--- config.mk ---
export PLATFORM = sky130hd
export DESIGN_NAME = paddle_quad_ctrl_flat
export DESIGN_NICKNAME = d
export VERILOG_FILES = /design/src/rtl/paddle_pkg.sv /design/src/rtl/paddle_quad_ctrl_if.sv /design/src/rtl/quad_decoder.sv /design/src/rtl/paddle_quad_ctrl.sv /design/src/flat_wrapper.sv
export SDC_FILE = /design/constraint.sdc
export NUM_CORES = 1
export LEC_CHECK = 0
export CAP_MARGIN = 0
export CORE_MARGIN = 5
export CORE_UTILIZATION = 45
export CTS_CLUSTER_DIAMETER = 80
export DETAILED_ROUTE_END_ITERATION = 8
export HOLD_SLACK_MARGIN = 0.05
export PLACE_DENSITY = 0.63
export REMOVE_ABC_BUFFERS = 1
export SLEW_MARGIN = 20
export SYNTH_ARGS = -nofsm -noshare
export SYNTH_HDL_FRONTEND = slang
export SYNTH_HIERARCHICAL = 1
export SYNTH_SLANG_ARGS = --single-unit
--- constraint.sdc ---
create_clock -name clk -period 2.4 [get_ports clk]
set_input_delay 0.36 -clock clk [delete_from_list [all_inputs] [get_ports clk]]
set_output_delay 0.36 -clock clk [all_outputs]
set_load 0.1 [all_outputs]
--- src/rtl/paddle_pkg.sv ---
// Shared defaults, quadrature codes and direction encoding for the paddle controller.
// Latency: none (constants and a pure decode function).
// Backpressure: none.
package paddle_pkg;

    localparam int Y_WIDTH_DEF = 6;
    localparam int Y_MIN_DEF   = 0;
    localparam int Y_MAX_DEF   = 56;
    localparam int Y_RESET_DEF = 28;

    // Quadrature codes as {A,B}
    localparam logic [1:0] Q00 = 2'b00;
    localparam logic [1:0] Q10 = 2'b10;
    localparam logic [1:0] Q11 = 2'b11;
    localparam logic [1:0] Q01 = 2'b01;

    typedef logic [1:0] dir_t;
    localparam dir_t DIR_NONE = 2'd0;
    localparam dir_t DIR_UP   = 2'd1;
    localparam dir_t DIR_DOWN = 2'd2;
    localparam dir_t DIR_ERR  = 2'd3;

    // Up sequence (A leads B): 00->10->11->01->00. Any other single-bit
    // change is necessarily a step of the down sequence.
    function automatic dir_t quad_dir(input logic [1:0] prev, input logic [1:0] cur);
        dir_t d;
        if (prev == cur)
            d = DIR_NONE;
        else if ((prev ^ cur) == 2'b11)
            d = DIR_ERR;
        else if ((prev == Q00 && cur == Q10) || (prev == Q10 && cur == Q11) ||
                 (prev == Q11 && cur == Q01) || (prev == Q01 && cur == Q00))
            d = DIR_UP;
        else
            d = DIR_DOWN;
        return d;
    endfunction

endpackage

--- src/rtl/paddle_quad_ctrl_if.sv ---
// Paddle controller bus: control/encoder inputs toward the controller, positions and pulses back.
// Latency: n/a (wiring only).
// Backpressure: none; all outputs are level/pulse, never stalled.
// master = game/encoder side, slave = paddle_quad_ctrl.
interface paddle_quad_ctrl_if
    import paddle_pkg::*;
#(
    parameter int NUM_PADDLES = 2,
    parameter int Y_WIDTH     = Y_WIDTH_DEF
);
    logic                           reset_game;
    logic                           enable;
    logic [NUM_PADDLES-1:0]         enc_a;
    logic [NUM_PADDLES-1:0]         enc_b;
    logic [NUM_PADDLES*Y_WIDTH-1:0] p_y;
    logic [NUM_PADDLES-1:0]         move_up;
    logic [NUM_PADDLES-1:0]         move_down;
    logic [NUM_PADDLES-1:0]         enc_err;

    modport master (output reset_game, enable, enc_a, enc_b,
                    input  p_y, move_up, move_down, enc_err);
    modport slave  (input  reset_game, enable, enc_a, enc_b,
                    output p_y, move_up, move_down, enc_err);
endinterface

--- src/rtl/quad_decoder.sv ---
// One encoder channel: synchronise, debounce, decode Gray transitions, accumulate sub-count.
// Latency: filtered input changes at edge SYNC_STAGES+DEBOUNCE; step/err are combinational from it.
// Backpressure: none. Ports: clk/reset, reset_game/enable controls, raw enc_a/enc_b in, step_up/step_down/err out.
module quad_decoder
    import paddle_pkg::*;
#(
    parameter int COUNTS_PER_STEP = 4,
    parameter int SYNC_STAGES     = 2,
    parameter int DEBOUNCE        = 4
) (
    input  logic clk,
    input  logic reset,
    input  logic reset_game,
    input  logic enable,
    input  logic enc_a,
    input  logic enc_b,
    output logic step_up,
    output logic step_down,
    output logic err
);
    localparam int CW  = $clog2(DEBOUNCE + 1);
    localparam int SCW = $clog2(COUNTS_PER_STEP) + 2;
    localparam logic signed [SCW-1:0] SC_TOP = SCW'(COUNTS_PER_STEP - 1);
    localparam logic signed [SCW-1:0] SC_BOT = -SC_TOP;
    localparam logic signed [SCW-1:0] SC_ONE = SCW'(1);

    logic [SYNC_STAGES-1:0]  sync_a, sync_b;
    logic [1:0]              sync_ab, filt, prev;
    logic [CW-1:0]           cnt [2];
    logic signed [SCW-1:0]   sc;
    dir_t                    dir;

    assign sync_ab = {sync_a[SYNC_STAGES-1], sync_b[SYNC_STAGES-1]};

    always_ff @(posedge clk or posedge reset) begin
        if (reset) begin
            sync_a <= '0;
            sync_b <= '0;
        end else begin
            sync_a <= {sync_a[SYNC_STAGES-2:0], enc_a};
            sync_b <= {sync_b[SYNC_STAGES-2:0], enc_b};
        end
    end

    // Per-bit filter: the DEBOUNCE-th consecutive differing cycle commits the new value.
    always_ff @(posedge clk or posedge reset) begin
        if (reset) begin
            filt   <= '0;
            cnt[0] <= '0;
            cnt[1] <= '0;
        end else begin
            for (int i = 0; i < 2; i++) begin
                if (sync_ab[i] == filt[i]) begin
                    cnt[i] <= '0;
                end else if (cnt[i] == CW'(DEBOUNCE - 1)) begin
                    filt[i] <= sync_ab[i];
                    cnt[i]  <= '0;
                end else begin
                    cnt[i] <= cnt[i] + CW'(1);
                end
            end
        end
    end

    assign dir       = quad_dir(prev, filt);
    assign step_up   = enable && (dir == DIR_UP)   && (sc == SC_TOP);
    assign step_down = enable && (dir == DIR_DOWN) && (sc == SC_BOT);
    assign err       = (dir == DIR_ERR);

    // prev always tracks the filter so gating (enable/reset_game) never causes a spurious step later.
    always_ff @(posedge clk or posedge reset) begin
        if (reset) begin
            prev <= Q00;
            sc   <= '0;
        end else begin
            prev <= filt;
            if (reset_game || !enable)
                sc <= '0;
            else if (dir == DIR_UP)
                sc <= (sc == SC_TOP) ? '0 : sc + SC_ONE;
            else if (dir == DIR_DOWN)
                sc <= (sc == SC_BOT) ? '0 : sc - SC_ONE;
        end
    end

endmodule

--- src/rtl/paddle_quad_ctrl.sv ---
// NUM_PADDLES quadrature decoders driving saturating paddle Y positions.
// Latency: p_y and pulses update at edge SYNC_STAGES+DEBOUNCE+1 after a stable raw change.
// Backpressure: none. Ports: clk, reset (async, active-high), bus (slave): controls/encoders in, p_y/pulses out.
module paddle_quad_ctrl
    import paddle_pkg::*;
#(
    parameter int NUM_PADDLES     = 2,
    parameter int Y_WIDTH         = Y_WIDTH_DEF,
    parameter int Y_MIN           = Y_MIN_DEF,
    parameter int Y_MAX           = Y_MAX_DEF,
    parameter int Y_RESET         = Y_RESET_DEF,
    parameter int STEP            = 1,
    parameter int COUNTS_PER_STEP = 4,
    parameter int SYNC_STAGES     = 2,
    parameter int DEBOUNCE        = 4
) (
    input  logic               clk,
    input  logic               reset,
    paddle_quad_ctrl_if.slave  bus
);
    localparam int YW1 = Y_WIDTH + 1;

    logic [NUM_PADDLES-1:0] step_up, step_down, err;
    logic [NUM_PADDLES-1:0] move_up_q, move_down_q, enc_err_q;
    logic [Y_WIDTH-1:0]     y_q  [NUM_PADDLES];
    logic [Y_WIDTH-1:0]     up_y [NUM_PADDLES];
    logic [Y_WIDTH-1:0]     dn_y [NUM_PADDLES];
    logic [YW1-1:0]         ext  [NUM_PADDLES];
    logic [YW1-1:0]         sum  [NUM_PADDLES];

    for (genvar g = 0; g < NUM_PADDLES; g++) begin : g_ch
        quad_decoder #(
            .COUNTS_PER_STEP (COUNTS_PER_STEP),
            .SYNC_STAGES     (SYNC_STAGES),
            .DEBOUNCE        (DEBOUNCE)
        ) u_dec (
            .clk        (clk),
            .reset      (reset),
            .reset_game (bus.reset_game),
            .enable     (bus.enable),
            .enc_a      (bus.enc_a[g]),
            .enc_b      (bus.enc_b[g]),
            .step_up    (step_up[g]),
            .step_down  (step_down[g]),
            .err        (err[g])
        );
        assign bus.p_y[g*Y_WIDTH +: Y_WIDTH] = y_q[g];
    end

    // Saturating neighbours computed one bit wider so nothing can wrap.
    always_comb begin
        for (int i = 0; i < NUM_PADDLES; i++) begin
            ext[i]  = {1'b0, y_q[i]};
            sum[i]  = ext[i] + YW1'(STEP);
            up_y[i] = (sum[i] > YW1'(Y_MAX)) ? Y_WIDTH'(Y_MAX) : sum[i][Y_WIDTH-1:0];
            dn_y[i] = (ext[i] < YW1'(Y_MIN + STEP)) ? Y_WIDTH'(Y_MIN)
                                                     : Y_WIDTH'(ext[i] - YW1'(STEP));
        end
    end

    // reset_game outranks any step landing in the same cycle.
    always_ff @(posedge clk or posedge reset) begin
        if (reset) begin
            for (int i = 0; i < NUM_PADDLES; i++) y_q[i] <= Y_WIDTH'(Y_RESET);
            move_up_q   <= '0;
            move_down_q <= '0;
            enc_err_q   <= '0;
        end else begin
            move_up_q   <= '0;
            move_down_q <= '0;
            enc_err_q   <= '0;
            for (int i = 0; i < NUM_PADDLES; i++) begin
                if (bus.reset_game) begin
                    y_q[i] <= Y_WIDTH'(Y_RESET);
                end else begin
                    enc_err_q[i] <= err[i];
                    if (step_up[i] && (up_y[i] != y_q[i])) begin
                        y_q[i]       <= up_y[i];
                        move_up_q[i] <= 1'b1;
                    end else if (step_down[i] && (dn_y[i] != y_q[i])) begin
                        y_q[i]         <= dn_y[i];
                        move_down_q[i] <= 1'b1;
                    end
                end
            end
        end
    end

    assign bus.move_up   = move_up_q;
    assign bus.move_down = move_down_q;
    assign bus.enc_err   = enc_err_q;

endmodule

--- src/flat_wrapper.sv ---
// flat-port wrapper written by rule: the top's interface ports become plain ports
module paddle_quad_ctrl_flat import paddle_pkg::*;
#(
    parameter int NUM_PADDLES     = 2,
    parameter int Y_WIDTH         = Y_WIDTH_DEF,
    parameter int Y_MIN           = Y_MIN_DEF,
    parameter int Y_MAX           = Y_MAX_DEF,
    parameter int Y_RESET         = Y_RESET_DEF,
    parameter int STEP            = 1,
    parameter int COUNTS_PER_STEP = 4,
    parameter int SYNC_STAGES     = 2,
    parameter int DEBOUNCE        = 4
)
  (clk, reset, bus_reset_game, bus_enable, bus_enc_a, bus_enc_b, bus_p_y, bus_move_up, bus_move_down, bus_enc_err);
  paddle_quad_ctrl_if #(.NUM_PADDLES(NUM_PADDLES), .Y_WIDTH(Y_WIDTH)) bus_i ();
  input  logic clk;
  input  logic reset;
  input wire logic [$bits(bus_i.reset_game)-1:0] bus_reset_game;
  input wire logic [$bits(bus_i.enable)-1:0] bus_enable;
  input wire logic [$bits(bus_i.enc_a)-1:0] bus_enc_a;
  input wire logic [$bits(bus_i.enc_b)-1:0] bus_enc_b;
  output wire logic [$bits(bus_i.p_y)-1:0] bus_p_y;
  output wire logic [$bits(bus_i.move_up)-1:0] bus_move_up;
  output wire logic [$bits(bus_i.move_down)-1:0] bus_move_down;
  output wire logic [$bits(bus_i.enc_err)-1:0] bus_enc_err;
  assign bus_i.reset_game = bus_reset_game;
  assign bus_i.enable = bus_enable;
  assign bus_i.enc_a = bus_enc_a;
  assign bus_i.enc_b = bus_enc_b;
  assign bus_p_y = bus_i.p_y;
  assign bus_move_up = bus_i.move_up;
  assign bus_move_down = bus_i.move_down;
  assign bus_enc_err = bus_i.enc_err;
  paddle_quad_ctrl #(.NUM_PADDLES(NUM_PADDLES), .Y_WIDTH(Y_WIDTH), .Y_MIN(Y_MIN), .Y_MAX(Y_MAX), .Y_RESET(Y_RESET), .STEP(STEP), .COUNTS_PER_STEP(COUNTS_PER_STEP), .SYNC_STAGES(SYNC_STAGES), .DEBOUNCE(DEBOUNCE)) u_core (.clk(clk), .reset(reset), .bus(bus_i));
endmodule
==> Word level (Yosys, flattened, before mapping) <==
Cells that the tools add are included.
{ "word_totals": {"register_bits": 54, "latch_bits": 0, "ramBits": 0, "romBits": 0, "inputBits": 8, "output_inout_bits": 18, "word_cells": 167, "n_memories": 0} }
{ "classes": {"add_sub_neg": 12, "multipliers": 0, "n_div": 0, "magnitude_cmp": 4, "eq_ne": 38, "n_shift": 0, "mux": 46, "bitwise_logic": 6, "n_reduce_logical": 40} }
{ "ops": {"columns": ["op", "n"], "rows": [
  ["2-to-1 mux 6 bit", 10],
  ["2-to-1 mux 4 bit", 10],
  ["== test 2 bit (second input constant)", 14],
  ["2-to-1 mux 3 bit", 8],
  ["inequality test 6 bit", 4],
  ["logical AND 1 bit", 20],
  ["== test 4 x 3 -> 1 bit (second input constant)", 4],
  ["adder 6 x 1 -> 7 bit (second input constant)", 2],
  ["> comparator 7 x 6 -> 1 bit (second input constant)", 2],
  ["adder 3 x 1 -> 3 bit (second input constant)", 4],
  ["== test 2 x 1 -> 1 bit (second input constant)", 6],
  ["== test 3 x 2 -> 1 bit (second input constant)", 4],
  ["less-than comparator 6 x 1 -> 1 bit (second input constant)", 2],
  ["2-to-1 mux 1 bit", 12],
  ["2-to-1 mux 2 bit", 6],
  ["nonzero test 3 bit", 4],
  ["subtractor 6 x 1 -> 6 bit (second input constant)", 2],
  ["adder 4 x 1 -> 4 bit (second input constant)", 2],
  ["logical NOT 2 bit", 4],
  ["AND reduction 2 bit", 4],
  ["subtractor 4 x 1 -> 4 bit (second input constant)", 2],
  ["logical OR 1 bit", 7],
  ["== test 1 bit", 4],
  ["== test 2 bit", 2],
  ["other kinds (3)", 7]
]} }

==> Logic depth before layout (Yosys ltp) <==
{ "depth": {"word_depth": 15, "mapped_depth": 15, "ltp_nobuf": 13} }

==> By module <==
The synthesis kept the hierarchy.
{ "modules_own_cells": {"columns": ["mod", "instances", "cells_each", "area_each_um2", "seq_area_each_um2"], "rows": [
  ["paddle_quad_ctrl", 1, 168, 1495.2, 457.9],
  ["quad_decoder at u_core.g_ch[0].u_dec", 1, 93, 972.2, 450.4],
  ["quad_decoder at u_core.g_ch[1].u_dec", 1, 90, 934.6, 450.4]
]} }

==> Worst setup path before layout <==
No wires, ideal clock.
{ "synth_timing": {"path_type": "register to register", "from": "register u_core.g_ch[1].u_dec.filt[1]", "to": "register u_core.y_q (netlist bit u_core/bus.p_y[7])", "setup_time_ns": 0.077, "arrival_time_ns": 2.236, "required_ns": 2.323, "path_slack_ns": 0.087, "path_stages_with_launch": 14, "n_path_buf": 2, "period_less_slack_ns": 2.313, "path_cell_list": "dfrtp_1 -> buf_2 -> nor2_1 -> a21o_1 -> o21a_1 -> inv_1 -> ha_1 -> buf_2 -> nand2_1 -> nor3_1 -> and2_1 -> o41ai_4 -> or3b_1 -> a21oi_1"} }
{ "synth_between": {"elab_chain_cells": 14, "word_cells_on_any_way": 28, "cone_classes": "7 x eq/ne; 5 x mux; 1 x bitwise; 15 x reduce/logical"} }
{ "synth_lines": {"columns": ["item", "line_no", "source"], "rows": [
  ["from (decl)", "quad_decoder.sv:28", "logic [1:0] sync_ab, filt, prev;"],
  ["from (signal, indexed assignment)", "quad_decoder.sv:56", "filt[i] <= sync_ab[i];"],
  ["== test 2 bit", "paddle_pkg.sv:31", "else if ((prev == Q00 && cur == Q10) || (prev == Q10 && cur == Q11) ||"],
  ["logical AND 1 bit", "paddle_pkg.sv:31", null],
  ["logical OR 1 bit (2 in a row)", "paddle_pkg.sv:31", null],
  ["logical OR 1 bit", "paddle_pkg.sv:32", "(prev == Q11 && cur == Q01) || (prev == Q01 && cur == Q00))"],
  ["2-to-1 mux 2 bit", "paddle_pkg.sv:31", null],
  ["2-to-1 mux 2 bit", "paddle_pkg.sv:29", "else if ((prev ^ cur) == 2'b11)"],
  ["2-to-1 mux 2 bit (*)", "paddle_pkg.sv:27", "if (prev == cur)"],
  ["== test 2 x 1 -> 1 bit (*)", "quad_decoder.sv:66", "assign step_up = enable && (dir == DIR_UP) && (sc == SC_TOP);"],
  ["logical AND 1 bit (*) (2 in a row)", "quad_decoder.sv:66", null],
  ["net u_core.step_up[1]", "paddle_quad_ctrl.sv:23", "logic [NUM_PADDLES-1:0] step_up, step_down, err;"],
  ["logical AND 1 bit (*)", "paddle_quad_ctrl.sv:77", "if (step_up[i] && (up_y[i] != y_q[i])) begin"],
  ["2-to-1 mux 6 bit", "paddle_quad_ctrl.sv:77", null],
  ["2-to-1 mux 6 bit", "paddle_quad_ctrl.sv:73", "if (bus.reset_game) begin"],
  ["to (signal, indexed assignment)", "paddle_quad_ctrl.sv:74", "y_q[i] <= Y_WIDTH'(Y_RESET);"],
  ["to (signal, indexed assignment)", "paddle_quad_ctrl.sv:78", "y_q[i] <= up_y[i];"],
  ["to (signal, indexed assignment)", "paddle_quad_ctrl.sv:81", "y_q[i] <= dn_y[i];"],
  ["to (decl)", "paddle_quad_ctrl.sv:25", "logic [Y_WIDTH-1:0] y_q [NUM_PADDLES];"]
]} }
Mark *: on every way through the listed nets, which the timed path passes. The rest lies on a longest branch.
A chain may end at the register's enable or synchronous reset.

==> Worst setup path in the final report <==
{ "layout_timing": {"from": "register u_core.g_ch[0].u_dec.prev[1]", "to": "register u_core.y_q (netlist bit u_core/bus.p_y[3])"} }
{ "layout_between": {"elab_chain_cells": 14, "word_cells_on_any_way": 28, "cone_classes": "7 x eq/ne; 5 x mux; 1 x bitwise; 15 x reduce/logical"} }
{ "layout_lines": {"columns": ["item", "line_no", "source"], "rows": [
  ["from (decl)", "quad_decoder.sv:28", null],
  ["from (signal assigned)", "quad_decoder.sv:76", "prev <= filt;"],
  ["== test 2 bit / logical NOT 2 bit (equally long branches)", "paddle_pkg.sv:31", null],
  ["logical AND 1 bit", "paddle_pkg.sv:31", null],
  ["logical OR 1 bit (2 in a row)", "paddle_pkg.sv:31", null],
  ["logical OR 1 bit", "paddle_pkg.sv:32", null],
  ["2-to-1 mux 2 bit", "paddle_pkg.sv:31", null],
  ["2-to-1 mux 2 bit", "paddle_pkg.sv:29", null],
  ["2-to-1 mux 2 bit (*)", "paddle_pkg.sv:27", null],
  ["== test 2 x 1 -> 1 bit (*)", "quad_decoder.sv:66", null],
  ["logical AND 1 bit (*) (2 in a row)", "quad_decoder.sv:66", null],
  ["net u_core.step_up[0]", "paddle_quad_ctrl.sv:23", null],
  ["logical AND 1 bit (*)", "paddle_quad_ctrl.sv:77", null],
  ["2-to-1 mux 6 bit", "paddle_quad_ctrl.sv:77", null],
  ["2-to-1 mux 6 bit", "paddle_quad_ctrl.sv:73", null]
]} }
Marked as above.

==> results by group <==
Pwr
  – Power consumption: 3550 uW
  – Comb pwr share: 0.478
  – Switching power: about 1400 uW
  – Power Dens Cells: ~950 nW/um^2
  – Sw frac: 0.407
  – Power share of the clock group: 0.141
  – VDD IR-drop max: between 0.0004 and 0.0005 V
  – Int Pwr: 2100 uW
  – Sequential share of power: 0.380
  – Static Leakage: 0.00161 uW

Setup path
  – CP Cell Sequence: nand2b_1, nand3_1, o21a_1, inv_1, ha_1, nand2_1, nor3_2, and2_1, nor2_2, a21oi_2, buf_4, o211ai_1, o21ai_1, a22oi_1
  – Worst Path Class, Setup: flip-flop to flip-flop
  – CP delay by family, top: simple AND/OR/NAND/NOR gates
  – R2r setup slk: between 0.15 and 0.2 ns
  – Crit. path cell count: 14
  – Slowest CP cell: dfrtp_2
  – Arr. time, crit path: 2.46 ns
  – Crit path launch type: flip-flop
  – FF-to-FF End: u_core/bus.p_y[3]$_DFFE_PP1P_
  – Req. time, crit path: 2.63 ns
  – CP Buf/Inv Count: 2
  – Critical Path Source: u_core/g_ch[0].u_dec/prev[1]$_DFF_PP0_
  – CP Capture Type: flip-flop
  – CP peak stage delay: approximately 0.46 ns
  – Largest fanout on the critical path: 7
  – Worst R2R Start: u_core/g_ch[0].u_dec/prev[1]$_DFF_PP0_
  – R2R cell count: 14
  – Worst Setup EP: u_core/bus.p_y[3]$_DFFE_PP1P_

Route
  – Avg Vias per Cell: 5.42
  – Antenna Nets Post-Route: 0
  – Via Count: around 2500
  – Drt pass-1 iters: 4
  – Routed wire length: roughly 6300 um
  – Routed WL per cell: between 10 and 15 um
  – DRT iter0 DRCs: about 150
  – DRC: 0

Synth
  – Synth Area in Compound Gates: 0.177
  – Synth area leader: dfrtp_1
  – Avg Cell Area, Syn: roughly 9.7 um^2
  – Synthesized flop and latch total: 54
  – Total number of yosys warnings: 6
  – Largest cells by area after synthesis: dfrtp_1, ha_1, dfstp_2
  – Syn Inst Count: 351
  – Synth Area in Adders: 0.0662
  – Primary FF master, synth: dfrtp_1
  – Post-synth EDFFs: 0
  – Mapped Area: 3400 um^2
  – Synth async-reset ratio: 1.00
  – Main combinational cell family by area after synthesis: simple AND/OR/NAND/NOR gates
  – Synth Area in Simple Gates: 0.205
  – Sequential-to-total area share from yosys stat: 0.399
  – Top-area cell type share of the netlist area: 0.353
  – Mux contribution to synthesized area: 0.0349
  – XOR/XNOR share of the synthesized area: 0.0309
  – Yosys cell types: 70

Run
  – Max cap viols: 0

Floorplanning
  – Initial Util: 0.467
  – Top Ports: 26
  – Rows: 31
  – Core area: around 7300 um^2
  – Die ar.: roughly 9400 um^2
  – DIE WIDTH: roughly 97 um
  – Die H: about 97 um

Placed design
  – Post-DP HPWL: 4570 um
  – Placed Area: 3580 um^2
  – Gpl congestion: 0.880
  – Pre-CTS setup slack: roughly 0.064 ns
  – Port bufs: 25

Clocking
  – Root buffer cell: clkbuf_8
  – Clock transition at path regs: ~0.10 ns
  – CTS H-tree depth: 2
  – CTS tree: built
  – Clock tree buffer depth: 2
  – TritonCTS buffer count: 5
  – CTS sink cnt: 54
  – Clk_lat worst skew: about 0.3 ns

Global routing
  – Largest net degree at the start of global routing: 20
  – First-pass GRT wire length: about 11000 um
  – Antenna violations before repair: 0
  – Vias in the first global route: approximately 2300
  – Congestion Overflow GR: 0
  – GRT Util Overall: 0.137

Layout
  – Final instance area: ~3700 um^2
  – Fill cells: a little under 700
  – Fin nets: just under 400
  – # diodes: 0
  – Area Growth Syn to Fin: 9.64%
  – Fraction of layout cells with a size suffix above 1: 0.210

STA
  – Setup TNS: 0 ns
  – Final setup margin: roughly 0.17 ns
  – Hold Vio Cnt, Final: 0
  – Worst-margin pin slew: between 0.7 and 0.8 ns
  – Period minus WS final: roughly 2.2 ns
  – Crit share post-route: 0.929
  – Skew final: roughly 0.0046 ns
  – WHS: around 0.36 ns
  – Final setup violation count: 0
  – Pins Over Slew Limit: 0
  – Slew headroom: 0.523
  – F_max: ~0.45 GHz

Outcome
  – Status: complete, no violations

Hold path
  – Min-delay worst type: flip-flop to flip-flop
[worst reg2reg max path: stages, from the launching register on]
cell      delay, ns
dfrtp_2        0.46
nand2b_1       0.15
nand3_1        0.07
o21a_1         0.13
inv_1          0.05
ha_1           0.21
nand2_1        0.10
nor3_2         0.05
and2_1         0.18
nor2_2         0.13
a21oi_2        0.06
buf_4          0.17
o211ai_1       0.14
o21ai_1        0.09
a22oi_1        0.17
[area by class of cell]
type	count	area, um^2	area share
Clock buffer	5	68.8	0.0185
Clock inverter	2	13.8	0.00369
Inverter	20	75.1	0.0201
Multi-Input combinational cell	252	1780	0.478
Sequential cell	54	1360	0.366
Tap cell	99	124	0.0332
Timing Repair Buffer	38	303	0.0812
[metrics by stage]
step	std cells	util
after floorplan	326	-
after detailed placement	459	0.491
after global placement	459	0.491
after global routing	470	0.511
after CTS	466	0.502
final	470	0.511
[worst min-delay path by stage]
stage          slack [ns]  cells after the start                                      from                                       end
2_1_floorplan        0.29                      1                                     reset           u_core/bus.enc_err[0]$_DFF_PP0_
3_3_place_gp         0.33                      0  u_core/g_ch[0].u_dec/sync_b[0]$_DFF_PP0_  u_core/g_ch[0].u_dec/sync_b[1]$_DFF_PP0_
3_5_place_dp         0.34                      0  u_core/g_ch[0].u_dec/sync_b[0]$_DFF_PP0_  u_core/g_ch[0].u_dec/sync_b[1]$_DFF_PP0_
4_1_cts              0.36                      0  u_core/g_ch[0].u_dec/sync_b[0]$_DFF_PP0_  u_core/g_ch[0].u_dec/sync_b[1]$_DFF_PP0_
5_1_grt              0.38                      0  u_core/g_ch[0].u_dec/sync_a[0]$_DFF_PP0_  u_core/g_ch[0].u_dec/sync_a[1]$_DFF_PP0_
6_report             0.36                      0  u_core/g_ch[0].u_dec/sync_b[0]$_DFF_PP0_  u_core/g_ch[0].u_dec/sync_b[1]$_DFF_PP0_
[repair_timing]
action,4_1_cts,5_1_grt
hold buffers,0,0
endpoints found under the setup margin,0,14
buffers inserted,0,4
gates resized for setup,0,12
[synth_stat cells, drive strengths merged, types with 11 or more instances]
library cell and instances:
a21oi 17, nor2 26, inv 20, nand3 12
nor2b 14, xnor2 11, nand2b 11, buf 17
dfrtp 48, o21ai 16, nor3 11, nand2 23
ha 18
[cells by family (layout without fill, tap and decap cells)]
| family | count (synthesis) | count (layout) |
|---|---|---|
| compound gates | 83 | 83 |
| simple gates | 128 | 128 |
| xor+xnor | 12 | 12 |
| mux | 11 | 11 |
| fa+ha+maj | 18 | 18 |
| buf+inv | 45 | 65 |
| flops | 54 | 54 |
[registers in the layout (all words and copies together), names as in the netlist]
signal and cells:
u_core/g_ch.u_dec/sync_a 4, u_core/g_ch.u_dec/filt 4, u_core/g_ch.u_dec/cnt 12, u_core/bus.p_y 12, u_core/bus.enc_err 2, u_core/bus.move_down 2
u_core/g_ch.u_dec/sc 8, u_core/bus.move_up 2, u_core/g_ch.u_dec/sync_b 4, u_core/g_ch.u_dec/prev 4
[power groups by stage]
stage / clock network, uW / registers, uW / logic, uW
final: 501 / 1350 / 1700
after global routing: 557 / 1390 / 1950
after detailed placement: 0 / 1360 / 1650
after floorplan: 0 / 1470 / 1170
after global placement: 0 / 1350 / 1630
after CTS: 523 / 1340 / 1660
[per-layer routing]
| layer | share of wire | global-route usage | up-vias |
|---|---|---|---|
| met5 | 0 | 0 | - |
| met4 | 0.0035 | 0.0335 | 0 |
| met3 | 0.042 | 0.0309 | 2 |
| met2 | 0.49 | 0.222 | 49 |
| met1 | 0.46 | 0.186 | 1213 |
| li1 | - | - | 1282 |
[layout by cell type (no fill, tap or decap), drive strengths merged, types with 4 or more instances in the layout]
| cell type | n |
|---|---|
| dfrtp | 48 |
| buf | 31 |
| nor2 | 26 |
| nand2 | 23 |
| inv | 21 |
| ha | 18 |
| a21oi | 17 |
| o21ai | 16 |
| nor2b | 14 |
| nand3 | 12 |
| xnor2 | 11 |
| nand2b | 11 |
| nor3 | 11 |
| clkdlybuf4s50 | 7 |
| o21a | 7 |
| nor3b | 7 |
| mux2 | 7 |
| dfstp | 6 |
| and3 | 6 |
| clkbuf | 5 |
| o211ai | 4 |
| mux2i | 4 |
| a31oi | 4 |
| o22ai | 4 |
Note: power is estimated with default switching activity, not from simulation.
